`src/rtl/rom_arb_pkg.sv`:
```
// Shared types and defaults for the ROM burst arbiter.
// The two-way round-robin pick lives here so the arbiter stays a thin register wrapper.
package rom_arb_pkg;

    localparam int unsigned ROM_ADDR_W = 4;
    localparam int unsigned ROM_DATA_W = 16;

    typedef enum logic {
        ST_IDLE,
        ST_ISSUE
    } arb_state_e;

    // One-hot grant: a lone requester always wins; on a tie prio names the winner.
    function automatic logic [1:0] rr_pick(input logic [1:0] req, input logic prio);
        logic [1:0] gnt;
        gnt = req;
        if (req == 2'b11) begin
            gnt = prio ? 2'b10 : 2'b01;
        end
        return gnt;
    endfunction

endpackage

```
`src/rtl/rom_burst_arbiter_rr_arb2.sv`:
```
// Two-requester round-robin arbiter; owns the priority pointer.
// advance is the handshake pulse that hands priority to the other requester.
module rr_arb2
    import rom_arb_pkg::*;
(
    input  logic       clk,
    input  logic       rst,
    input  logic [1:0] req,
    input  logic       advance,
    output logic [1:0] gnt
);

    logic prio_q, prio_d;

    always_comb begin
        gnt    = rr_pick(req, prio_q);
        prio_d = prio_q;
        if (advance) begin
            // Requester 0 served -> 1 goes first next; requester 1 served -> 0.
            prio_d = gnt[0];
        end
    end

    always_ff @(posedge clk) begin
        if (rst) begin
            prio_q <= 1'b0;
        end else begin
            prio_q <= prio_d;
        end
    end

endmodule

```
`src/rtl/rom_burst_arbiter.sv`:
```
// Two-port burst sequencer in front of the 16x16 ROM: one burst at a time,
// responses tagged with owner id and a last-word flag, aligned to the ROM's 1-cycle latency.
module rom_burst_arbiter
    import rom_arb_pkg::*;
#(
    parameter int unsigned ADDR_W = ROM_ADDR_W,
    parameter int unsigned DATA_W = ROM_DATA_W
) (
    input  logic              clk,
    input  logic              rst,

    input  logic              req0_valid,
    input  logic [ADDR_W-1:0] req0_addr,
    input  logic [ADDR_W-1:0] req0_len,
    output logic              req0_ready,

    input  logic              req1_valid,
    input  logic [ADDR_W-1:0] req1_addr,
    input  logic [ADDR_W-1:0] req1_len,
    output logic              req1_ready,

    output logic              rom_r_en,
    output logic [ADDR_W-1:0] rom_addr,
    input  logic [DATA_W-1:0] rom_data,

    output logic              rsp_valid,
    output logic [DATA_W-1:0] rsp_data,
    output logic              rsp_id,
    output logic              rsp_last,
    output logic              busy
);

    arb_state_e        state_q, state_d;
    logic [ADDR_W-1:0] cur_addr_q, cur_addr_d;
    logic [ADDR_W-1:0] cnt_q, cnt_d;
    logic              id_q, id_d;
    logic              rsp_valid_q, rsp_id_q, rsp_last_q;

    logic              idle;
    logic              issue;
    logic              last_issue;
    logic [1:0]        arb_req;
    logic [1:0]        arb_gnt;
    logic              handshake;

    assign idle       = (state_q == ST_IDLE);
    assign issue      = (state_q == ST_ISSUE);
    assign last_issue = issue && (cnt_q == '0);

    // Requests are only visible to the arbiter in IDLE, so ready can never rise mid-burst.
    assign arb_req   = {req1_valid, req0_valid} & {2{idle}};
    assign handshake = |arb_gnt;

    rr_arb2 u_rr_arb2 (
        .clk     (clk),
        .rst     (rst),
        .req     (arb_req),
        .advance (handshake),
        .gnt     (arb_gnt)
    );

    assign req0_ready = arb_gnt[0];
    assign req1_ready = arb_gnt[1];

    always_comb begin
        state_d    = state_q;
        cur_addr_d = cur_addr_q;
        cnt_d      = cnt_q;
        id_d       = id_q;
        unique case (state_q)
            ST_IDLE: begin
                if (arb_gnt[0]) begin
                    cur_addr_d = req0_addr;
                    cnt_d      = req0_len;
                    id_d       = 1'b0;
                    state_d    = ST_ISSUE;
                end else if (arb_gnt[1]) begin
                    cur_addr_d = req1_addr;
                    cnt_d      = req1_len;
                    id_d       = 1'b1;
                    state_d    = ST_ISSUE;
                end
            end
            ST_ISSUE: begin
                // Address wraps modulo the ROM depth through natural overflow.
                cur_addr_d = cur_addr_q + 1'b1;
                cnt_d      = cnt_q - 1'b1;
                if (last_issue) begin
                    state_d = ST_IDLE;
                end
            end
            default: state_d = ST_IDLE;
        endcase
    end

    always_ff @(posedge clk) begin
        if (rst) begin
            state_q     <= ST_IDLE;
            cur_addr_q  <= '0;
            cnt_q       <= '0;
            id_q        <= 1'b0;
            rsp_valid_q <= 1'b0;
            rsp_id_q    <= 1'b0;
            rsp_last_q  <= 1'b0;
        end else begin
            state_q     <= state_d;
            cur_addr_q  <= cur_addr_d;
            cnt_q       <= cnt_d;
            id_q        <= id_d;
            rsp_valid_q <= issue;
            rsp_id_q    <= id_q;
            rsp_last_q  <= last_issue;
        end
    end

    assign rom_r_en  = issue;
    assign rom_addr  = issue ? cur_addr_q : '0;
    assign busy      = issue;
    assign rsp_valid = rsp_valid_q;
    assign rsp_data  = rom_data;
    assign rsp_id    = rsp_id_q;
    assign rsp_last  = rsp_last_q;

endmodule

```
`config.mk`:
```
export PLATFORM = sky130hd
export DESIGN_NAME = rom_burst_arbiter
export DESIGN_NICKNAME = d
export VERILOG_FILES = /design/src/rtl/rom_arb_pkg.sv /design/src/rtl/rom_burst_arbiter_rr_arb2.sv /design/src/rtl/rom_burst_arbiter.sv
export SDC_FILE = /design/constraint.sdc
export NUM_CORES = 1
export LEC_CHECK = 0
export ABC_AREA = 1
export CAP_MARGIN = 20
export CORE_MARGIN = 1.5
export CORE_UTILIZATION = 36
export DETAILED_ROUTE_END_ITERATION = 7
export GPL_TIMING_DRIVEN = 0
export PLACE_DENSITY = 0.78
export REMOVE_ABC_BUFFERS = 1
export SYNTH_ARGS = -nofsm -noshare
export SYNTH_HDL_FRONTEND = slang
export SYNTH_SLANG_ARGS = --single-unit
export TNS_END_PERCENT = 30
```
`constraint.sdc`:
```
create_clock -name clk -period 1.5 [get_ports clk]
set_clock_uncertainty 0.15 [all_clocks]
set_input_delay 0.3 -clock clk [delete_from_list [all_inputs] [get_ports clk]]
set_output_delay 0.3 -clock clk [all_outputs]
set_load 0.005 [all_outputs]
```
### Word-level counts from Yosys, hierarchy flattened

Index checks and enable logic that the tools add are counted.

| storage, ports and cells | value |
|---|---|
| register bits after elaboration | 14 |
| bits in latches | 0 |
| RAM bits | 0 |
| memory bits (read-only) | 0 |
| input port bits | 36 |
| output and inout bits | 27 |
| logic and storage cells | 34 |
| memories | 0 |

| cells by class | value |
|---|---|
| add/sub/neg operators | 2 |
| multiply operators | 0 |
| div/mod/pow operators | 0 |
| magnitude comparators | 0 |
| equality and inequality tests | 2 |
| shifts and indexed selects | 0 |
| multiplexer cells | 15 |
| bitwise logic cells | 2 |
| reduce and logical (&&, ||, !) cells | 5 |

Operators with widths:

| kind | number |
|---|---|
| 4-bit two-way mux | 5 |
| 4-bit case mux with 2 select lines | 2 |
| 1-bit two-way mux | 5 |
| 4-bit by 1-bit adder with 4-bit output (second input constant) | 1 |
| 4-bit zero test | 1 |
| 2-bit two-way mux | 2 |
| 4-bit by 1-bit subtractor with 4-bit output (second input constant) | 1 |
| 3-bit by 1-bit != test with 1-bit output (second input constant) | 1 |
| 2-bit AND | 1 |
| 2-bit == test (second input constant) | 1 |
| 1-bit case mux with 2 select lines | 1 |
| 2-bit AND reduction | 1 |
| 2-bit nonzero test | 1 |
| 2-bit OR reduction | 1 |
| 1-bit logical AND | 1 |
| 1-bit inverter | 1 |

### Depth between registers and ports, before layout

Gate-level depths: netlist (run 1).

| logic depth | value |
|---|---|
| depth in word-level cells | 7 |
| mapped depth | 8 |
| depth with buffers taken out | 7 |

### Modules after synthesis

From an unflattened synthesis (run 1), not the netlist that was laid out.

| unflattened totals | value |
|---|---|
| cells, all modules | 169 |
| area, all modules | 1029.7 um^2 |

By module, submodules not included:

| module | instances | cells an instance | area an instance (um^2) | sequential area each (um^2) |
|---|---|---|---|---|
| rom_burst_arbiter | 1 | 158 | 968.4 | 260.2 |
| rr_arb2 | 1 | 11 | 61.3 | 20.0 |

### Least setup slack after synthesis (run 1)

No wires, ideal clock.

| timing | value |
|---|---|
| path kind | reg-to-output |
| start point | register state_q, in the netlist busy |
| end point | output port req0_ready |
| arrival time | 0.842 ns |
| required time | 1.050 ns |
| path slack | 0.208 ns |
| stages on the path, launching flop included | 6 |
| buffers on the path | 2 |
| cells stage by stage | dfxtp_1 buf_6 nor2_8 nand2_4 buf_6 inv_1 |

| on the way | value |
|---|---|
| cells in the longest elaborated chain, start to end | 4 |

RTL lines:

| element | RTL line | text |
|---|---|---|
| start, declared | rom_burst_arbiter.sv:33 | `arb_state_e state_q, state_d;` |
| start signal, assigned | rom_burst_arbiter.sv:106 | `state_q <= state_d;` |
| 1-bit inverter (*) | - |  |
| 2-bit AND (*) | rom_burst_arbiter.sv:51 | `assign arb_req = {req1_valid, req0_valid} & {2{idle}};` |
| 2-bit == test | rom_arb_pkg.sv:17 | `if (req == 2'b11) begin` |
| 2-bit two-way mux (*) | rom_arb_pkg.sv:17 |  |
| end, declared | rom_burst_arbiter.sv:15 | `output logic req0_ready,` |

Every way passes the cells marked *; elsewhere a longest branch is shown, timed or not.

### Worst setup path after layout (run 1)

Same ends and word-level chain as after synthesis.

==> results.rst, run 1 <==
.. list-table::
   :header-rows: 1

   * - Metric
     - Value
   * - Critical path's top delay family
     - flip-flops
   * - Worst-Skew Late Latency
     - 0.29 ns
   * - Number of primary I/O pins
     - 63
   * - Hold crit path type
     - reg -> reg
   * - Final hold vios
     - 0
   * - Max Fanout on Critical Path
     - 4
   * - Top area cells in the synthesized netlist
     - sky130_fd_sc_hd__dfxtp_1 (28%), sky130_fd_sc_hd__buf_4 (13%), sky130_fd_sc_hd__inv_1 (10%), sky130_fd_sc_hd__nand2_1 (8.9%), sky130_fd_sc_hd__nand3_1 (7.9%)
   * - Combinational share of power
     - between 40% and 50%
   * - PortBufs
     - 30
   * - Critical path endpoint category
     - output port
   * - Sequential area share after synthesis
     - 27.7%
   * - Arrival time of the worst setup path
     - 1.11 ns
   * - Worst reg2reg startpoint
     - busy$_SDFF_PP0_
   * - Synthesized area per cell
     - 6.53 um2
   * - First-pass GRT wire length
     - approximately 4200 um
   * - Count of mapped cells out of synthesis
     - 155
   * - Die width
     - ~56 um
   * - Average wire length per cell after detail routing
     - 13.2 um
   * - Worst Setup Slack, final
     - -0.0644 ns
   * - Number of max-cap violations
     - 0
   * - DRC violations left
     - 0
   * - Initial core utilization
     - 37.3%
   * - Beginning of the worst hold path
     - id_q$_SDFFE_PP0P_
   * - Library cell appearing most often on the critical path
     - sky130_fd_sc_hd__buf_6
   * - Number of vias in the routed layout
     - 1049
   * - Clk sinks
     - 14
   * - Power after layout
     - 1150 uW
   * - Slew at the pin closest to its max-slew limit
     - 0.291 ns
   * - Clock tree from TritonCTS
     - yes
   * - Clock H-tree levels
     - 1
   * - Maximum buffer depth of the clock tree
     - 2
   * - Cell type with the highest aggregate area in the netlist
     - sky130_fd_sc_hd__dfxtp_1
   * - Combined global-route utilization of all metal layers
     - 17.6%
   * - Max-Slew Margin vs Limit
     - 80.6%
   * - Post-DP HPWL
     - ~1700 um
   * - Most common cell after layout, fill and taps aside
     - sky130_fd_sc_hd__inv_1
   * - Area inside the core boundary
     - 2710 um2
   * - Placer Congestion
     - between 0.7 and 0.8
   * - Height of the chip
     - 56.0 um
   * - Highest ir drop seen on vdd
     - 0.391 mV
   * - Placement Setup Slack
     - -0.660 ns
   * - Startpoint-to-endpoint class of the critical path
     - reg -> out
   * - CTS Buf Count
     - 3
   * - Worst min-delay path endpoint
     - rsp_id$_SDFF_PP0_
   * - GRT Residual Overflow
     - 0
   * - Diodes inserted
     - 0
   * - Area after DPL
     - approximately 1200 um2
   * - Clock root cell
     - sky130_fd_sc_hd__clkbuf_4
   * - Setup slack of the worst register-to-register path
     - -0.05 ns
   * - Register Area
     - 285 um2
   * - Die Area
     - 3140 um2
   * - Delay of the slowest critical-path stage
     - around 0.37 ns
   * - Setup violation total in the final timing report
     - 13
   * - WHS Path Cells
     - 2
   * - Share of the core filled with cells
     - 52.3%
   * - Period utilization
     - 104%
   * - Std-Cell Rows
     - 19
   * - Total negative slack for setup checks
     - -0.517 ns
   * - Post-synth top area share
     - 27.7%
   * - Synthesized flop and latch total
     - 14
   * - Net switching power
     - 408 uW
   * - Pwr per Cell Area
     - 809 nW/um2
   * - WP depth
     - 5
   * - Vias per cell
     - 4.92
   * - Post-route antenna net violation count
     - 0
   * - Final instance area
     - 1420 um2
   * - Distinct cell type count after synthesis
     - 21
   * - Internal power
     - 738 uW
   * - Layout cell share with drive strength beyond 1
     - 25.3%
   * - Nature of the critical path startpoint
     - flip-flop
   * - Count of nets after finishing
     - 223
   * - Reg2reg end
     - cur_addr_q[2]$_SDFFE_PP0P_
   * - Length in cells of the worst reg-to-reg path
     - 10
   * - Cell-by-cell listing of the critical path
     - buf_6 -> nor2_8 -> nand2_8 -> inv_4 -> buf_6
   * - Top library cells by usage in the layout, fill and taps aside
     - sky130_fd_sc_hd__inv_1 (24), sky130_fd_sc_hd__nand2_1 (23), sky130_fd_sc_hd__nor2_1 (18)
   * - Clock power share
     - 19.6%
   * - Layout Area Growth over Synthesis
     - 39.9%
   * - Wirelength, routed
     - between 2000 and 3000 um
   * - Min cycle time layout
     - 1.56 ns
   * - Critical Path Slowest Stage Cell
     - sky130_fd_sc_hd__dfxtp_4
   * - Part of the power in registers
     - 39.8%
   * - Leakage power summed over all cells
     - 0.000742 uW
   * - Outcome
     - finished with violations
   * - Critical path buffers and inverters
     - 3
   * - Fill cell total of the finished layout
     - 271
   * - Setup repair after global routing missed its margin
     - yes
   * - Highest attainable clock frequency
     - roughly 0.64 GHz
   * - Detailed-router iteration count before antenna repair
     - 4
   * - Critical path required time
     - 1.05 ns
   * - Antenna violations before repair
     - 0
   * - Clock-pin slew reported for the worst setup and hold paths after clock tree synthesis
     - 0.09 ns
   * - Via count of the first global-routing pass
     - 918
   * - Warning count from the yosys run
     - 0
   * - Switching part of the total
     - a little over a third
   * - Starting DRT DRC Count
     - 10
   * - Netlist area before placement
     - a little over 1000 um2
   * - Maximum number of pins on one net before global-route repair
     - 15
   * - Failing checks
     - setup timing
   * - Area occupied by multi-input gates
     - between 500 and 600 um2
   * - Slew Limit Fails
     - 0
-- stage by stage --
stage | instances | hold WS (ns)
after floorplan | 134 | 0.219
after global placement | 195 | 0.256
after detailed placement | 195 | 0.264
after CTS | 208 | 0.276
after global routing | 213 | 0.321
final | 213 | 0.277
-- synthesized netlist by cell type, drive strengths merged --
master  number
o21ai       12
ha           3
nand3       17
buf         21
nor3         1
inv         29
a21oi        7
nand2       26
nor2        22
nor4         1
xor2         2
dfxtp       14
-- cells by family (layout without fill, tap and decap cells) --
family          count (synthesis)  count (layout)  synth area share (%)
flops                          14              14                  27.7
xor+xnor                        2               2                  1.73
buf+inv                        50              76                  27.1
fa+ha+maj                       3               3                  3.71
simple gates                   67              68                  30.4
compound gates                 19              19                  9.39
-- state kept, by name, summed over array words and instances (netlist names) --
register          cells
rsp_id                1
busy                  1
rsp_last              1
rsp_valid             1
cur_addr_q            4
id_q                  1
u_rr_arb2.prio_q      1
cnt_q                 4
-- how the worst max path moves through the flow --
stage / from / endpoint / slack (ns)
floorplan: busy$_SDFF_PP0_ / cnt_q[2]$_SDFFE_PP0P_ / -0.02
finish: busy$_SDFF_PP0_ / req0_ready / -0.06
CTS: busy$_SDFF_PP0_ / cnt_q[1]$_SDFFE_PP0P_ / -0.18
global placement: req0_valid / req0_ready / -0.67
detailed placement: req0_valid / req0_ready / -0.66
global route: busy$_SDFF_PP0_ / cur_addr_q[2]$_SDFFE_PP0P_ / -0.11
-- cell type report --
cell class	instances	share of cell area [%]
clock buffers	3	1.59
repair inverters	1	0.618
inverters	29	8.75
flip-flops and latches	14	20.1
multi-input cells	92	38.3
repair buffers	43	27.8
well taps	31	2.74
-- routing by layer --
layer  track usage (%)  wire, um
met5              5.36         0
met4              8.84        52
met1              22.4      1190
met2              23.2      1300
met3              9.77       264
-- power groups by stage --
stage | logic, uW | registers [uW] | clock network, uW
CTS | 385 | 452 | 231
detailed placement | 321 | 477 | 0
floorplan | 187 | 466 | 0
global route | 516 | 463 | 250
global placement | 315 | 476 | 0
finish | 465 | 456 | 225
-- tightest hold or removal path, stage by stage, from the launching register on --
cell	delay [ns]
sky130_fd_sc_hd__dfxtp_1	0.30
sky130_fd_sc_hd__inv_1	0.04
sky130_fd_sc_hd__nor2_1	0.04
-- what timing repair did --
action                                  in CTS  in global routing
pin swaps                                    2                  9
gates cloned                                 0                  2
gates resized for setup                     32                 39
endpoints found under the setup margin      22                 18
hold buffers                                 0                  0
setup buffers                               10                  3
Power figures use the tool's default switching activity.
==> run 2, diff against run 1 <==
--- a/config.mk
+++ b/config.mk
@@ -10,9 +10,9 @@
 export CORE_MARGIN = 1.5
 export CORE_UTILIZATION = 36
 export DETAILED_ROUTE_END_ITERATION = 7
-export GPL_TIMING_DRIVEN = 0
 export PLACE_DENSITY = 0.78
 export REMOVE_ABC_BUFFERS = 1
+export SLEW_MARGIN = 20
 export SYNTH_ARGS = -nofsm -noshare
 export SYNTH_HDL_FRONTEND = slang
 export SYNTH_SLANG_ARGS = --single-unit
==> run 2 against run 1 <==
Against the previous run: the run still ends with setup timing left; utilization is 0.51 points higher; clock-buffer cell count is 1 higher; non-clock buffer count is 7 higher; worst setup slack worse by 0.087 ns; sequential share of layout area is 0.28 points lower; global-route usage is 0.15 points lower; cell count is 2.8% higher; power is 4.1% higher; clock power is 27% higher; via count is 2.9% lower; largest cell class unchanged.
==> results.rst, run 2 (same netlist as run 1, synthesis figures left out) <==
.. list-table::
   :header-rows: 1

   * - Metric
     - Value
   * - Outcome
     - finished with violations
   * - Failing checks
     - setup timing
   * - PortBufs
     - 30 (unchanged)
   * - Layout Area Growth over Synthesis
     - 41.3%
   * - Period utilization
     - 110% (+5.8 points)
   * - Nature of the critical path startpoint
     - flip-flop
   * - Starting DRT DRC Count
     - 16 (+6)
   * - Worst Setup Slack, final
     - -0.152 ns (-0.0873 ns)
   * - Length in cells of the worst reg-to-reg path
     - 7 (-3)
   * - Die Area
     - 3140 um2 (unchanged)
   * - Clk sinks
     - 14 (unchanged)
   * - Via count of the first global-routing pass
     - 977 (+6.4%)
   * - Clock root cell
     - sky130_fd_sc_hd__clkbuf_4
   * - GRT Residual Overflow
     - 0 (unchanged)
   * - Setup slack of the worst register-to-register path
     - -0.02 ns (+0.03 ns)
   * - Worst min-delay path endpoint
     - rsp_id$_SDFF_PP0_
   * - Top library cells by usage in the layout, fill and taps aside
     - sky130_fd_sc_hd__inv_1 (25), sky130_fd_sc_hd__nand2_1 (21), sky130_fd_sc_hd__nor2_1 (20)
   * - Std-Cell Rows
     - 19 (unchanged)
   * - Highest attainable clock frequency
     - 0.605 GHz (-5.3%)
   * - Arrival time of the worst setup path
     - 1.20 ns (+0.09 ns)
   * - WHS Path Cells
     - 2 (unchanged)
   * - Worst reg2reg startpoint
     - busy$_SDFF_PP0_
   * - Max-Slew Margin vs Limit
     - 80.9% (+0.34 points)
   * - Number of primary I/O pins
     - 63 (unchanged)
   * - Setup repair after global routing missed its margin
     - yes
   * - Area inside the core boundary
     - 2710 um2 (unchanged)
   * - Initial core utilization
     - 37.3% (unchanged)
   * - Final hold vios
     - 0 (unchanged)
   * - Pwr per Cell Area
     - 834 nW/um2 (+3.1%)
   * - Biggest regs
     - cnt_q x4, cur_addr_q x4
   * - Average wire length per cell after detail routing
     - 11.5 um (-13%)
   * - Slew at the pin closest to its max-slew limit
     - 0.284 ns (-0.00676 ns)
   * - Setup violation total in the final timing report
     - 8 (-5)
   * - Final worst hold slack
     - 0.286 ns (+0.00928 ns)
   * - Layout cell share with drive strength beyond 1
     - 23.4% (-1.9 points)
   * - Maximum number of pins on one net before global-route repair
     - 15 (unchanged)
   * - Worst-Skew Late Latency
     - 0.29 ns (about the same)
   * - Leakage power summed over all cells
     - 0.000778 uW (+4.9%)
   * - Clock tree from TritonCTS
     - yes
   * - Clock-pin slew reported for the worst setup and hold paths after clock tree synthesis
     - 0.09 ns (about the same)
   * - Placer Congestion
     - 0.775 (+2.4%)
   * - Vias per cell
     - 4.65 (-5.5%)
   * - Die width
     - 56.0 um (unchanged)
   * - Highest ir drop seen on vdd
     - 0.478 mV (+22%)
   * - Hold_buf cts
     - 0 (unchanged)
   * - Max Fanout on Critical Path
     - 5 (+1)
   * - Antenna violations before repair
     - 0 (unchanged)
   * - Height of the chip
     - 56.0 um (unchanged)
   * - Maximum buffer depth of the clock tree
     - 2 (unchanged)
   * - Beginning of the worst hold path
     - id_q$_SDFFE_PP0P_
   * - Post-DP HPWL
     - 1730 um (+1.3%)
   * - Critical path endpoint category
     - output port
   * - Combined global-route utilization of all metal layers
     - 17.5% (-0.15 points)
   * - Total negative slack for setup checks
     - -0.538 ns (-0.0212 ns)
   * - Most common cell after layout, fill and taps aside
     - sky130_fd_sc_hd__inv_1
   * - Min cycle time layout
     - 1.65 ns (+0.0873 ns)
   * - Startpoint-to-endpoint class of the critical path
     - reg -> out
   * - Post-route antenna net violation count
     - 0 (unchanged)
   * - Clock H-tree levels
     - 1 (unchanged)
   * - Number of vias in the routed layout
     - 1019 (-2.9%)
   * - Diodes inserted
     - 0 (unchanged)
   * - Detailed-router iteration count before antenna repair
     - 4 (unchanged)
   * - Power after layout
     - 1190 uW (+4.1%)
   * - CTS Buf Count
     - 3 (unchanged)
   * - First-pass GRT wire length
     - 4260 um (+1.2%)
   * - Reg2reg end
     - cnt_q[0]$_SDFFE_PP0P_
   * - Critical path required time
     - 1.05 ns (about the same)
   * - Slew Limit Fails
     - 0 (unchanged)
   * - Number of max-cap violations
     - 0 (unchanged)
   * - Wirelength, routed
     - 2510 um (-10%)
   * - Count of nets after finishing
     - 228 (+2.2%)
   * - DRC violations left
     - 0 (unchanged)
   * - Share of the core filled with cells
     - 52.8% (+0.51 points)
   * - Hold crit path type
     - reg -> reg
==> run 2: cell types whose count changed in the layout (fill, tap and decap cells not counted), sizes merged <==
| cell | delta |
|---|---|
| buf | +7 |
| bufbuf | +1 |
| nand3 | -1 |
| clkbuf | +1 |
| clkinv | -1 |
| dlygate4sd2 | -1 |
==> run 2: cell type report <==
type / instances / area (um2)
well taps: 31 / 38.8
multi-input cells: 91 / 489
inverters: 29 / 114
repair buffers: 50 / 468
fillers: 282 / 1280
clock buffers: 4 / 36.3
flip-flops and latches: 14 / 284
==> run 2: metrics by stage <==
| step | cell area (um2) | instances | worst slack [ns] |
|---|---|---|---|
| finish | 1430 | 219 | -0.152 |
| global route | 1430 | 219 | -0.200 |
| CTS | 1420 | 219 | -0.173 |
| detailed placement | 1290 | 207 | -0.564 |
| global placement | 1290 | 207 | -0.532 |
| floorplan | 852 | 134 | -0.0221 |
==> run 2: report_power, final <==
group | internal (uW) | switching [uW]
sequential | 415 | 37.5
clock | 148 | 137
combinational | 249 | 206
==> run 2: repair_timing <==
action	in CTS	in global routing
buffers inserted	7	0
cloned	1	0
endpoints found under the setup margin	11	16
pin swaps	4	0
resized for setup	33	15
==> run 2: routing by layer <==
| layer | GRT usage [%] | up-vias | wire length [um] | share of wire (%) |
|---|---|---|---|---|
| met1 | 19.5 | 437 | 1030 | 41 |
| li1 | - | 525 | - | - |
| met3 | 9.30 | 5 | 276 | 11 |
| met4 | 6.12 | 0 | 41 | 1.6 |
| met2 | 27.7 | 52 | 1160 | 46 |
| met5 | 5.36 | - | 0 | 0 |
==> run 2: worst max-delay path by stage <==
stage	slack (ns)	start	end
after floorplan	-0.02	busy$_SDFF_PP0_	cnt_q[2]$_SDFFE_PP0P_
after global placement	-0.53	req1_valid	req1_ready
after detailed placement	-0.56	req1_valid	req1_ready
after CTS	-0.17	busy$_SDFF_PP0_	req1_ready
after global routing	-0.20	busy$_SDFF_PP0_	req1_ready
final	-0.15	busy$_SDFF_PP0_	req1_ready
==> run 2: worst max-delay path: stages (launching register included) <==
cell                      delay [ns]
sky130_fd_sc_hd__dfxtp_4        0.37
sky130_fd_sc_hd__buf_12         0.13
sky130_fd_sc_hd__buf_12         0.13
sky130_fd_sc_hd__nor2_4         0.07
sky130_fd_sc_hd__o21ai_2        0.06
sky130_fd_sc_hd__inv_1          0.05
sky130_fd_sc_hd__buf_2          0.10
==> run 3, diff against run 2 <==
--- a/config.mk
+++ b/config.mk
@@ -10,7 +10,7 @@
 export CORE_MARGIN = 1.5
 export CORE_UTILIZATION = 36
 export DETAILED_ROUTE_END_ITERATION = 7
-export PLACE_DENSITY = 0.78
+export PLACE_DENSITY = 0.8
 export REMOVE_ABC_BUFFERS = 1
 export SLEW_MARGIN = 20
 export SYNTH_ARGS = -nofsm -noshare
==> run 3 against run 2 <==
Against the previous run: the flow still finishes with violations (setup timing); sequential share of layout area grew 0.25 points; combinational power decreased by 4%; register-to-register slack improved by 0.04 ns; worst hold slack lost 0.0057 ns; wire length grew 3.0%; clock power about the same; critical endpoint is now rom_addr[0]; worst setup slack improved by 0.094 ns; first-iteration DRC count fell by 31%.
==> results.rst, run 3 (same netlist as run 1, synthesis figures left out) <==
.. list-table::
   :header-rows: 1

   * - Metric
     - Value
   * - Outcome
     - finished with violations
   * - Failing checks
     - setup timing
   * - Post-route antenna net violation count
     - 0 (unchanged)
   * - Switching part of the total
     - 32.4% (+0.49 points)
   * - Leakage power summed over all cells
     - 0.000775 uW (-0.47%)
   * - Max Fanout on Critical Path
     - 4 (-1)
   * - Initial core utilization
     - 37.3% (unchanged)
   * - Hold_buf cts
     - 0 (unchanged)
   * - Min cycle time layout
     - 1.56 ns (-0.0936 ns)
   * - Worst reg2reg startpoint
     - busy$_SDFF_PP0_
   * - Wirelength, routed
     - 2590 um (+3.0%)
   * - Clock-pin slew reported for the worst setup and hold paths after clock tree synthesis
     - 0.10 ns (about the same)
   * - Area inside the core boundary
     - 2710 um2 (unchanged)
   * - Pwr per Cell Area
     - 830 nW/um2 (-0.48%)
   * - Clock H-tree levels
     - 1 (unchanged)
   * - Startpoint-to-endpoint class of the critical path
     - reg -> out
   * - Clock root cell
     - sky130_fd_sc_hd__clkbuf_4
   * - Part of the power in registers
     - 38.4% (+0.5 points)
   * - Maximum number of pins on one net before global-route repair
     - 15 (unchanged)
   * - Number of primary I/O pins
     - 63 (unchanged)
   * - Max-Slew Margin vs Limit
     - 78.7% (-2.2 points)
   * - First-pass GRT wire length
     - 4190 um (-1.8%)
   * - Clock power share
     - 24.4% (+0.5 points)
   * - WHS Path Cells
     - 2 (unchanged)
   * - Power after layout
     - 1180 uW (-1.3%)
   * - Slew at the pin closest to its max-slew limit
     - 0.317 ns (+0.0328 ns)
   * - Fill cell total of the finished layout
     - 278 (-1.4%)
   * - Height of the chip
     - 56.0 um (unchanged)
   * - Placer Congestion
     - 0.797 (+2.9%)
   * - Post-DP HPWL
     - 1830 um (+5.7%)
   * - Die width
     - 56.0 um (unchanged)
   * - Start point of the critical path
     - busy$_SDFF_PP0_
   * - Net switching power
     - 382 uW (+0.27%)
   * - Setup repair after global routing missed its margin
     - yes
   * - Met1 global-route usage
     - 19.4% (-0.11 points)
   * - Worst Setup Slack, final
     - -0.0581 ns (+0.0936 ns)
   * - Diodes inserted
     - 0 (unchanged)
   * - Highest ir drop seen on vdd
     - 0.537 mV (+12%)
   * - PortBufs
     - 30 (unchanged)
   * - DRC violations left
     - 0 (unchanged)
   * - Nature of the critical path startpoint
     - flip-flop
   * - Combinational share of power
     - 37.2% (-1.0 points)
   * - Most common cell after layout, fill and taps aside
     - sky130_fd_sc_hd__inv_1
   * - Final hold vios
     - 0 (unchanged)
   * - Total negative slack for setup checks
     - -0.103 ns (+0.435 ns)
   * - GRT Residual Overflow
     - 0 (unchanged)
   * - Critical path required time
     - 1.05 ns (about the same)
   * - Number of vias in the routed layout
     - 1059 (+3.9%)
   * - Layout cell share with drive strength beyond 1
     - 25.5% (+2.1 points)
   * - Layout Area Growth over Synthesis
     - 40.2%
   * - Setup violation total in the final timing report
     - 3 (-5)
   * - Count of nets after finishing
     - 232 (+1.8%)
   * - Internal power
     - 796 uW (-2.0%)
   * - Global routing met3 resource utilization
     - 8.37% (-0.93 points)
   * - Hold crit path type
     - reg -> reg
   * - Average wire length per cell after detail routing
     - 11.6 um (+1.2%)
   * - Reg2reg end
     - cur_addr_q[0]$_SDFFE_PP0P_
   * - Detailed-router iteration count before antenna repair
     - 4 (unchanged)
   * - Beginning of the worst hold path
     - id_q$_SDFFE_PP0P_
   * - Via count of the first global-routing pass
     - 957 (-2.0%)
   * - Slew Limit Fails
     - 0 (unchanged)
   * - Antenna violations before repair
     - 0 (unchanged)
   * - Vias per cell
     - 4.75 (+2.1%)
   * - Register Area
     - 285 um2 (+0.44%)
   * - Clk sinks
     - 14 (unchanged)
   * - Die Area
     - 3140 um2 (unchanged)
   * - Final worst hold slack
     - 0.280 ns (-0.00567 ns)
   * - Area occupied by multi-input gates
     - 482 um2 (-1.5%)
   * - Length in cells of the worst reg-to-reg path
     - 9 (+2)
   * - GR peak layer
     - met2
   * - Arrival time of the worst setup path
     - 1.11 ns (-0.09 ns)
   * - Clock tree from TritonCTS
     - yes
   * - Global-route met2 utilization
     - 26.6% (-1.2 points)
   * - Maximum buffer depth of the clock tree
     - 2 (unchanged)
   * - Top library cells by usage in the layout, fill and taps aside
     - sky130_fd_sc_hd__inv_1 (24), sky130_fd_sc_hd__nand2_1 (21), sky130_fd_sc_hd__nor2_1 (21)
   * - Worst-Skew Late Latency
     - 0.29 ns (about the same)
   * - Biggest regs
     - cnt_q x4, cur_addr_q x4
   * - Highest attainable clock frequency
     - 0.642 GHz (+6.0%)
   * - Std-Cell Rows
     - 19 (unchanged)
   * - Worst min-delay path endpoint
     - rsp_id$_SDFF_PP0_
   * - Critical path endpoint category
     - output port
   * - Starting DRT DRC Count
     - 11 (-5)
   * - Number of max-cap violations
     - 0 (unchanged)
   * - Period utilization
     - 104% (-6.2 points)
   * - CTS Buf Count
     - 3 (unchanged)
   * - Setup slack of the worst register-to-register path
     - 0.02 ns (+0.04 ns)
   * - Combined global-route utilization of all metal layers
     - 17.1% (-0.42 points)
## run 3: cell count changes in the layout (fill, tap and decap cells not counted), sizes merged
cell,previous run,this run
clkbuf,7,5
buf,22,29
bufbuf,1,0
## run 3: layer usage
layer / share of wire (%) / vias to the layer above
li1: - / 534
met1: 42 / 459
met2: 45 / 60
met3: 11 / 6
met4: 2.2 / 0
met5: 0 / -
## run 3: power by group through the flow
stage | Sequential, uW | Clock (uW) | Combinational, uW
3_3_place_gp | 452 | 0 | 389
4_1_cts | 448 | 294 | 416
5_1_grt | 458 | 313 | 491
6_report | 452 | 288 | 438
3_5_place_dp | 454 | 0 | 396
2_1_floorplan | 466 | 0 | 187
## run 3: how the worst max path moves through the flow
stage / slack [ns] / depth (start not counted) / to
after floorplan: -0.02 / 5 / cnt_q[2]$_SDFFE_PP0P_
after global placement: -0.55 / 6 / req1_ready
after detailed placement: -0.56 / 6 / req1_ready
after CTS: -0.18 / 5 / req0_ready
after global routing: -0.09 / 5 / rom_addr[0]
final: -0.06 / 5 / rom_addr[0]
## run 3: critical path, stage by stage, from the launching register on
cell and delay [ns]:
sky130_fd_sc_hd__dfxtp_4 0.38, sky130_fd_sc_hd__buf_6 0.13, sky130_fd_sc_hd__buf_6 0.12, sky130_fd_sc_hd__nand2_4 0.06
sky130_fd_sc_hd__inv_2 0.03, sky130_fd_sc_hd__buf_2 0.11
## run 3: timing repair
item	in CTS	in global routing
hold endpoints to repair	0	0
setup endpoints to repair	11	6
gates resized for setup	35	14
setup buffers	6	4
pin swaps	1	2
## run 3: cell type report
type	instances	share of cell area, %
Multi-Input combinational cell	91	34.0
Timing Repair Buffer	54	32.6
Sequential cell	14	20.1
Inverter	29	8.02
Tap cell	31	2.73
Clock buffer	4	2.56
## run 3: stage by stage
step                cell area, um2  util, %  cells  setup WS, ns
detailed placement            1300     47.8    209        -0.564
global route                  1420     52.4    223       -0.0883
global placement              1300     47.8    209        -0.551
CTS                           1380     51.0    219        -0.179
floorplan                      852        -    134       -0.0221
finish                        1420     52.4    223       -0.0581
